**src/rtl/slow_clk_monitor.sv**
```systemverilog
// slow_clk_monitor: brings one slow square wave into the clk domain, emits
// single-cycle edge strobes, measures rise-to-rise period in clk cycles and
// declares lock after LOCK_COUNT consecutive in-range periods.
// Optional feature: define SLOW_CLK_MON_FALL_EN to drive tick_fall and check
// the high time against EXP_PERIOD/2 +/- TOL at every falling edge.
module slow_clk_monitor #(
  parameter int unsigned SYNC_STAGES = 2,
  parameter int unsigned CNT_W       = 27,
  parameter int unsigned EXP_PERIOD  = 250_002,
  parameter int unsigned TOL         = 16,
  parameter int unsigned LOCK_COUNT  = 2
) (
  input  logic             clk,
  input  logic             rst,
  input  logic             slow_in,
  output logic             tick_rise,
  output logic             tick_fall,
  output logic [CNT_W-1:0] period,
  output logic             period_valid,
  output logic             locked,
  output logic             err_pulse
);

  localparam int unsigned GOOD_W = $clog2(LOCK_COUNT + 1);
  localparam logic [CNT_W-1:0] P_MIN   = CNT_W'(EXP_PERIOD - TOL);
  localparam logic [CNT_W-1:0] P_MAX   = CNT_W'(EXP_PERIOD + TOL);
  localparam logic [CNT_W-1:0] T_OUT   = CNT_W'(EXP_PERIOD + TOL + 1);
  localparam logic [CNT_W-1:0] CNT_ONE = CNT_W'(1);
  localparam logic [GOOD_W-1:0] GOOD_LOCK = GOOD_W'(LOCK_COUNT);
  localparam logic [GOOD_W-1:0] GOOD_ONE  = GOOD_W'(1);

  typedef enum logic [1:0] {
    SEEK   = 2'd0,
    TRAIN  = 2'd1,
    LOCKED = 2'd2
  } state_t;

  state_t                 state_q, state_n;
  logic [SYNC_STAGES-1:0] sync_q;
  logic                   prev_q;
  logic                   s_last;
  logic                   rise_c;
  logic [CNT_W-1:0]       cnt_q, cnt_n;
  logic [CNT_W-1:0]       period_n;
  logic [GOOD_W-1:0]      good_q, good_n;
  logic                   pv_n;
  logic                   err_n;
  logic                   period_ok;
  logic                   timeout_c;
`ifdef SLOW_CLK_MON_FALL_EN
  localparam logic [CNT_W-1:0] H_MIN = CNT_W'(EXP_PERIOD / 2 - TOL);
  localparam logic [CNT_W-1:0] H_MAX = CNT_W'(EXP_PERIOD / 2 + TOL);
  logic fall_c;
  logic high_ok;
  logic fall_q;
`endif

  assign s_last = sync_q[SYNC_STAGES-1];
  assign rise_c = s_last & ~prev_q;
`ifdef SLOW_CLK_MON_FALL_EN
  assign fall_c = ~s_last & prev_q;
`endif

  // Synchronizer chain and edge-detect delay flop
  always_ff @(posedge clk) begin
    if (rst) begin
      sync_q <= '0;
      prev_q <= 1'b0;
    end else begin
      sync_q <= {sync_q[SYNC_STAGES-2:0], slow_in};
      prev_q <= s_last;
    end
  end

  // Range tests on the running counter (cnt equals distance since last rise)
  always_comb begin
    period_ok = (cnt_q >= P_MIN) && (cnt_q <= P_MAX);
    timeout_c = !rise_c && (cnt_q == T_OUT);
`ifdef SLOW_CLK_MON_FALL_EN
    high_ok   = (cnt_q >= H_MIN) && (cnt_q <= H_MAX);
`endif
  end

  // Next-state, counter and strobe logic; a rise always beats a timeout
  always_comb begin
    state_n  = state_q;
    good_n   = good_q;
    period_n = period;
    pv_n     = 1'b0;
    err_n    = 1'b0;

    if (rise_c) begin
      cnt_n = CNT_ONE;
    end else if (state_q == SEEK) begin
      cnt_n = '0;
    end else if (cnt_q != '1) begin
      cnt_n = cnt_q + CNT_ONE;
    end else begin
      cnt_n = cnt_q;
    end

    case (state_q)
      SEEK: begin
        if (rise_c) begin
          state_n = TRAIN;
          good_n  = '0;
        end
      end
      TRAIN, LOCKED: begin
        if (rise_c) begin
          period_n = cnt_q;
          pv_n     = 1'b1;
          if (period_ok) begin
            if (state_q == TRAIN) begin
              if (good_q + GOOD_ONE == GOOD_LOCK) begin
                state_n = LOCKED;
                good_n  = '0;
              end else begin
                good_n = good_q + GOOD_ONE;
              end
            end
          end else begin
            err_n   = 1'b1;
            state_n = TRAIN;
            good_n  = '0;
          end
        end else if (timeout_c) begin
          err_n   = 1'b1;
          state_n = SEEK;
          good_n  = '0;
          cnt_n   = '0;
        end
`ifdef SLOW_CLK_MON_FALL_EN
        else if (fall_c && !high_ok) begin
          err_n   = 1'b1;
          state_n = TRAIN;
          good_n  = '0;
        end
`endif
      end
      default: begin
        state_n = SEEK;
        good_n  = '0;
        cnt_n   = '0;
      end
    endcase
  end

  // State, counter and registered outputs
  always_ff @(posedge clk) begin
    if (rst) begin
      state_q      <= SEEK;
      good_q       <= '0;
      cnt_q        <= '0;
      period       <= '0;
      period_valid <= 1'b0;
      err_pulse    <= 1'b0;
      tick_rise    <= 1'b0;
      locked       <= 1'b0;
    end else begin
      state_q      <= state_n;
      good_q       <= good_n;
      cnt_q        <= cnt_n;
      period       <= period_n;
      period_valid <= pv_n;
      err_pulse    <= err_n;
      tick_rise    <= rise_c;
      locked       <= (state_q == LOCKED);
    end
  end

`ifdef SLOW_CLK_MON_FALL_EN
  // Falling-edge strobe register
  always_ff @(posedge clk) begin
    if (rst) begin
      fall_q <= 1'b0;
    end else begin
      fall_q <= fall_c;
    end
  end

  assign tick_fall = fall_q;
`else
  assign tick_fall = 1'b0;
`endif

endmodule

```
**config.mk**
```make
export PLATFORM = sky130hd
export DESIGN_NAME = slow_clk_monitor
export DESIGN_NICKNAME = d
export VERILOG_FILES = /design/src/rtl/slow_clk_monitor.sv
export SDC_FILE = /design/constraint.sdc
export NUM_CORES = 1
export LEC_CHECK = 0
export CORE_ASPECT_RATIO = 0.5
export CORE_MARGIN = 2
export CORE_UTILIZATION = 55
export DETAILED_ROUTE_END_ITERATION = 6
export PLACE_DENSITY = 0.79
export SETUP_SLACK_MARGIN = 0.4
export SYNTH_ARGS = -nofsm -noshare
export SYNTH_HDL_FRONTEND = slang
export SYNTH_SLANG_ARGS = --single-unit
```
**constraint.sdc**
```tcl
create_clock -name clk -period 3.1 [get_ports clk]
set_input_delay 0.31 -clock clk [delete_from_list [all_inputs] [get_ports clk]]
set_output_delay 0.31 -clock clk [all_outputs]
set_load 0.05 [all_outputs]
```
Word-level counts from Yosys, hierarchy flattened
Index checks and enable logic that the tools add are counted.
{"block": "word_totals", "reg_bits": 65, "word_cells": 58}
{"block": "classes", "add_sub_neg": 2, "order_cmp": 2, "n_eq_ne": 9, "n_mux": 23, "bitwise_logic": 3, "reduce_logical": 9}
{"operator": "27-bit 2-to-1 mux", "count": 5}
{"operator": "27-bit case mux with 2 select lines", "count": 1}
{"operator": "27-bit by 1-bit adder with 27-bit output (second input constant)", "count": 1}
{"operator": "27-bit by 18-bit equality test with 1-bit output (second input constant)", "count": 1}
{"operator": "27-bit by 18-bit >= comparator with 1-bit output (second input constant)", "count": 1}
{"operator": "27-bit by 18-bit <= comparator with 1-bit output (second input constant)", "count": 1}
{"operator": "27-bit inequality test (second input constant)", "count": 1}
{"operator": "2-bit 2-to-1 mux", "count": 11}
{"operator": "4-bit inequality test (second input constant)", "count": 2}
{"operator": "2-bit case mux with 2 select lines", "count": 2}
{"operator": "2-bit equality test (second input constant)", "count": 2}
{"operator": "1-bit 2-to-1 mux", "count": 4}
{"operator": "4-bit AND reduction", "count": 1}
{"operator": "2-bit OR reduction", "count": 2}
{"operator": "3-bit inequality test (second input constant)", "count": 1}
{"operator": "3-bit AND reduction", "count": 1}
{"operator": "2-bit by 1-bit adder with 2-bit output (second input constant)", "count": 1}
{"operator": "2-bit by 1-bit equality test with 1-bit output (second input constant)", "count": 1}
{"operator": "1-bit logical AND", "count": 2}
{"operator": "2-bit zero test", "count": 1}
{"operator": "2-bit inequality test (second input constant)", "count": 1}
{"operator": "1-bit inverter", "count": 2}
{"operator": "2-bit AND reduction", "count": 1}
{"operator": "1-bit bitwise AND", "count": 1}
{"operator": "1-bit zero test", "count": 1}

Depth between registers and ports, before layout
{"block": "depth", "depth_word": 7, "mapped_depth": 9}

Least setup slack after synthesis
No wires, ideal clock.
{"block": "synth_path", "kind": "flip-flop to flip-flop", "from": "register cnt_q[3]", "to": "register state_q[0]", "setup_time_ns": 0.117, "arrival_time_ns": 2.103, "t_required_ns": 2.983, "slack_ns": 0.880, "path_stages_with_launch": 8, "path_buffers": 1, "cell_sequence": "dfxtp_1 buf_6 or4_4 a2111o_1 a211oi_2 a2111oi_4 a22o_1 a32o_1"}
{"block": "synth_between", "elab_chain_len": 5, "elab_cells_between_ends": 12, "cone_classes": "order compare: 2; eq/ne: 4; mux: 3; reduce/logical: 3"}
{"item": "from (decl)", "line_no": "43", "rtl": "logic [CNT_W-1:0] cnt_q, cnt_n;"}
{"item": "from (signal assigned)", "line_no": "163", "rtl": "cnt_q <= cnt_n;"}
{"item": "27-bit by 18-bit >= comparator with 1-bit output / 27-bit by 18-bit <= comparator with 1-bit output (equally long branches)", "line_no": "77", "rtl": "period_ok = (cnt_q >= P_MIN) && (cnt_q <= P_MAX);"}
{"item": "1-bit logical AND", "line_no": "77"}
{"item": "2-bit 2-to-1 mux", "line_no": "113", "rtl": "if (period_ok) begin"}
{"item": "2-bit 2-to-1 mux", "line_no": "110", "rtl": "if (rise_c) begin"}
{"item": "2-bit case mux with 2 select lines", "line_no": "102", "rtl": "case (state_q)"}
{"item": "to (signal assigned)", "line_no": "161", "rtl": "state_q <= state_n;"}
{"item": "to (decl)", "line_no": "38", "rtl": "state_t state_q, state_n;"}
Parallel ways exist; a longest one is shown, timed or not.
A chain may end at the register's enable or synchronous reset.

Final worst setup path
{"block": "layout_path", "from": "register cnt_q[15]", "to": "register state_q[0]"}
Same word-level chain as after synthesis.

==> metrics.txt <==
outcome=completed; antenna-violating nets left=0; vias per cell=5.51; met3 routed wirelength=267 µm; Pre-antenna DRT Iters=5; total wire length=6640 µm; post-synthesis xor/xnor area fraction=0.0573; global-route wire length before repair=11200 µm; fillers=427; CP max-delay cell=or4b_1; leakage=1.19 nW; synth warn=0; maximum VDD drop=0.000287 V; Post-route DRC=0; grt total ovfl=0; unrepaired setup endpoints after global routing=no; DP Area=0.00326 mm²; routed len/inst=14.4 µm; GRT Total Usage=0.237; DP HPWL=4480 µm; EDFF count, synth=0; Rows=18; mux cell area share after synthesis=0.00345; Cell Chain, Critical Path=nand4_1 -> or4b_1 -> nor3_1 -> o31ai_1 -> a22o_1 -> a32o_1; top_reg_cell synth=dfxtp_1; Required @ worst endpoint=3330 ps; core area=0.00500 mm²; Met1 Wirelength=3450 µm; diode count=0; Worst Path Buf+Inv=0; pre-CTS WS=574 ps; mapped cell area=0.00291 mm²; Final setup violation count=0; capturing element type of the critical path=flop; Avg Inst Size Synth=8.09 µm²; final instance area=0.00349 mm²; Synth Net Count=368; setup ws final=635 ps; htree depth=3; clock latency on the worst-skew pair=340 ps; pin count of the biggest net entering global routing=40; clock transition at the registers of the reported paths=70 ps; starting density of the core=0.581; Power per Cell Area=508 mW/mm²; final worst path period share=0.795; relative slew slack=0.634; Async SR Flop Fraction=0; maximum root-to-sink buffer count=2; share of cells above drive strength 1=0.0665; Die Ht=55.4 µm; met2 WL=2830 µm; Setup CP Type=reg -> reg; vias in the first global route=2325; full die area=0.00591 mm²; Mapped Cells=359; CTS Sinks=65; CTS tree=built; I/O pins=35; Final Hold Vio Count=0; CP delay by family, top=simple AND/OR/NAND/NOR gates; via count=2541; CP Data Arrival Time=2700 ps; HP Class=reg -> reg; flops & latches, synth=65; dpl cells=445; Worst-Margin Slew=544 ps; Tmin final=2470 ps; crit start category=flop; Highest Clock Rate=0.406 GHz; die span in x=107 µm; setup TNS=0 ps; Clock Root Buffer=clkbuf_8; cts bufs inserted=9; max incr delay on CP=550 ps; largest family of logic cells by synthesized area=simple AND/OR/NAND/NOR gates; Synth cell types=44; DRT iter0 DRCs=158; CP max FO=7; post-synthesis simple-gate area fraction=0.303; gpl congestion=0.865; Finished Core Util=0.697; Synth Area in Compound Gates=0.120; max-cap violations=0; final cell count without fillers=461; Post-CTS Hold Fix Bufs=0; Slew Viols, Final=0; DR top layer=met4; Layout area overhead=20.0%; Layout Skew=11.5 ps; Port Buffers=33; antenna violations before repair=0; Final nets=395; Synth Area in Adders=0.0258; sequential fraction of the synthesis area=0.448
## worst reg2reg max path, stage by stage, from the launching register on
cell	delay [ps]
dfxtp_1	450
nand4_1	200
or4b_1	550
nor3_1	450
o31ai_1	220
a22o_1	270
a32o_1	210
## layer usage
layer,GRT usage,vias up
met2,0.339,56
met5,0,-
met3,0.0531,9
met1,0.346,1198
met4,0.0946,0
li1,-,1278
## worst paths after layout
| path | slack, ps | startpoint | cells after the start | to |
|---|---|---|---|---|
| max reg2reg | 630 | cnt_q[15] | 6 | state_q[0] |
| min reg2reg | 450 | sync_q[0] | 1 | sync_q[1] |
| min | 450 | sync_q[0] | 1 | sync_q[1] |
| max | 630 | cnt_q[15] | 6 | state_q[0] |
## Yosys cell counts (all sizes together), types with 2 or more instances
library cell  instances  share of area
a211oi                4          0.012
a21oi                35          0.060
and3                  8          0.017
and4                  7          0.021
buf                   6          0.013
clkbuf               16          0.021
dfxtp                65           0.45
ha                    6          0.026
inv                   6         0.0078
nand2                74          0.096
nand2b                2         0.0043
nand3                18          0.031
nand4                10          0.022
nor2                 35          0.045
nor2b                 5          0.011
nor3                  5         0.0086
nor3b                 2         0.0052
nor4                  5          0.011
o21ai                 8          0.014
or3                   6          0.015
or4                   3         0.0090
xor2                 18          0.054
## cell usage in the layout (no fill, tap or decap), types with 2 or more instances in the layout
| cell type | n |
|---|---|
| nor3b_1 | 2 |
| bufinv_16 | 2 |
| nor2b_1 | 5 |
| nand4_1 | 10 |
| inv_1 | 6 |
| o21ai_1 | 2 |
| buf_4 | 5 |
| nor2_1 | 35 |
| a211oi_1 | 3 |
| or4_4 | 2 |
| clkdlybuf4s50_1 | 33 |
| xor2_1 | 18 |
| nand3_1 | 18 |
| a21oi_1 | 35 |
| nand2b_1 | 2 |
| nor3_1 | 5 |
| nand2_1 | 74 |
| dfxtp_1 | 65 |
| nor4_1 | 5 |
| ha_1 | 6 |
| and3_1 | 8 |
| or3_1 | 5 |
| clkbuf_8 | 10 |
| clkinv_2 | 2 |
| and4_1 | 7 |
| o21ai_0 | 6 |
## per-stage QoR
step / power, mW / hold WS, ps
after global routing: 1.83 / 480
final: 1.77 / 448
after CTS: 1.78 / 455
after detailed placement: 0.989 / 430
after global placement: 0.983 / 437
after floorplan: 0.957 / 414
## cell families (layout without fill, tap and decap cells)
logic type               Yosys count  count (layout)
XOR/XNOR                          19              19
AND/OR/NAND/NOR                  183             183
multiplexers                       1               1
flip-flops                        65              65
adder cells (fa/ha/maj)            6               6
AO/OA/AOI/OAI                     56              56
buffers and inverters             28              60
other                              1               1
## sequential cells by signal, indices dropped and copies added (netlist names), 2 cells and up
name,count
sync_q,2
state_q,2
period,27
good_q,2
cnt_q,27
## power breakdown
part           internal [mW]  switching [mW]  total (mW)
Combinational         0.0372          0.0825       0.120
Sequential             0.844         0.00914       0.853
Clock                  0.474           0.326       0.799
## repair_timing
| item | in CTS | in global routing |
|---|---|---|
| resized for setup | 0 | 1 |
| endpoints found under the setup margin | 0 | 1 |
| buffers inserted | 0 | 0 |
## layout make-up
class | instances | area [µm²] | area share
clock buffer | 11 | 141 | 0.0405
clock inverter | 5 | 78.8 | 0.0226
inverter | 6 | 22.5 | 0.00646
multi-input combinational | 266 | 1490 | 0.427
sequential | 65 | 1300 | 0.373
tap | 70 | 87.6 | 0.0251
timing repair buffer | 38 | 368 | 0.105
(Power assumes the default switching activity.)
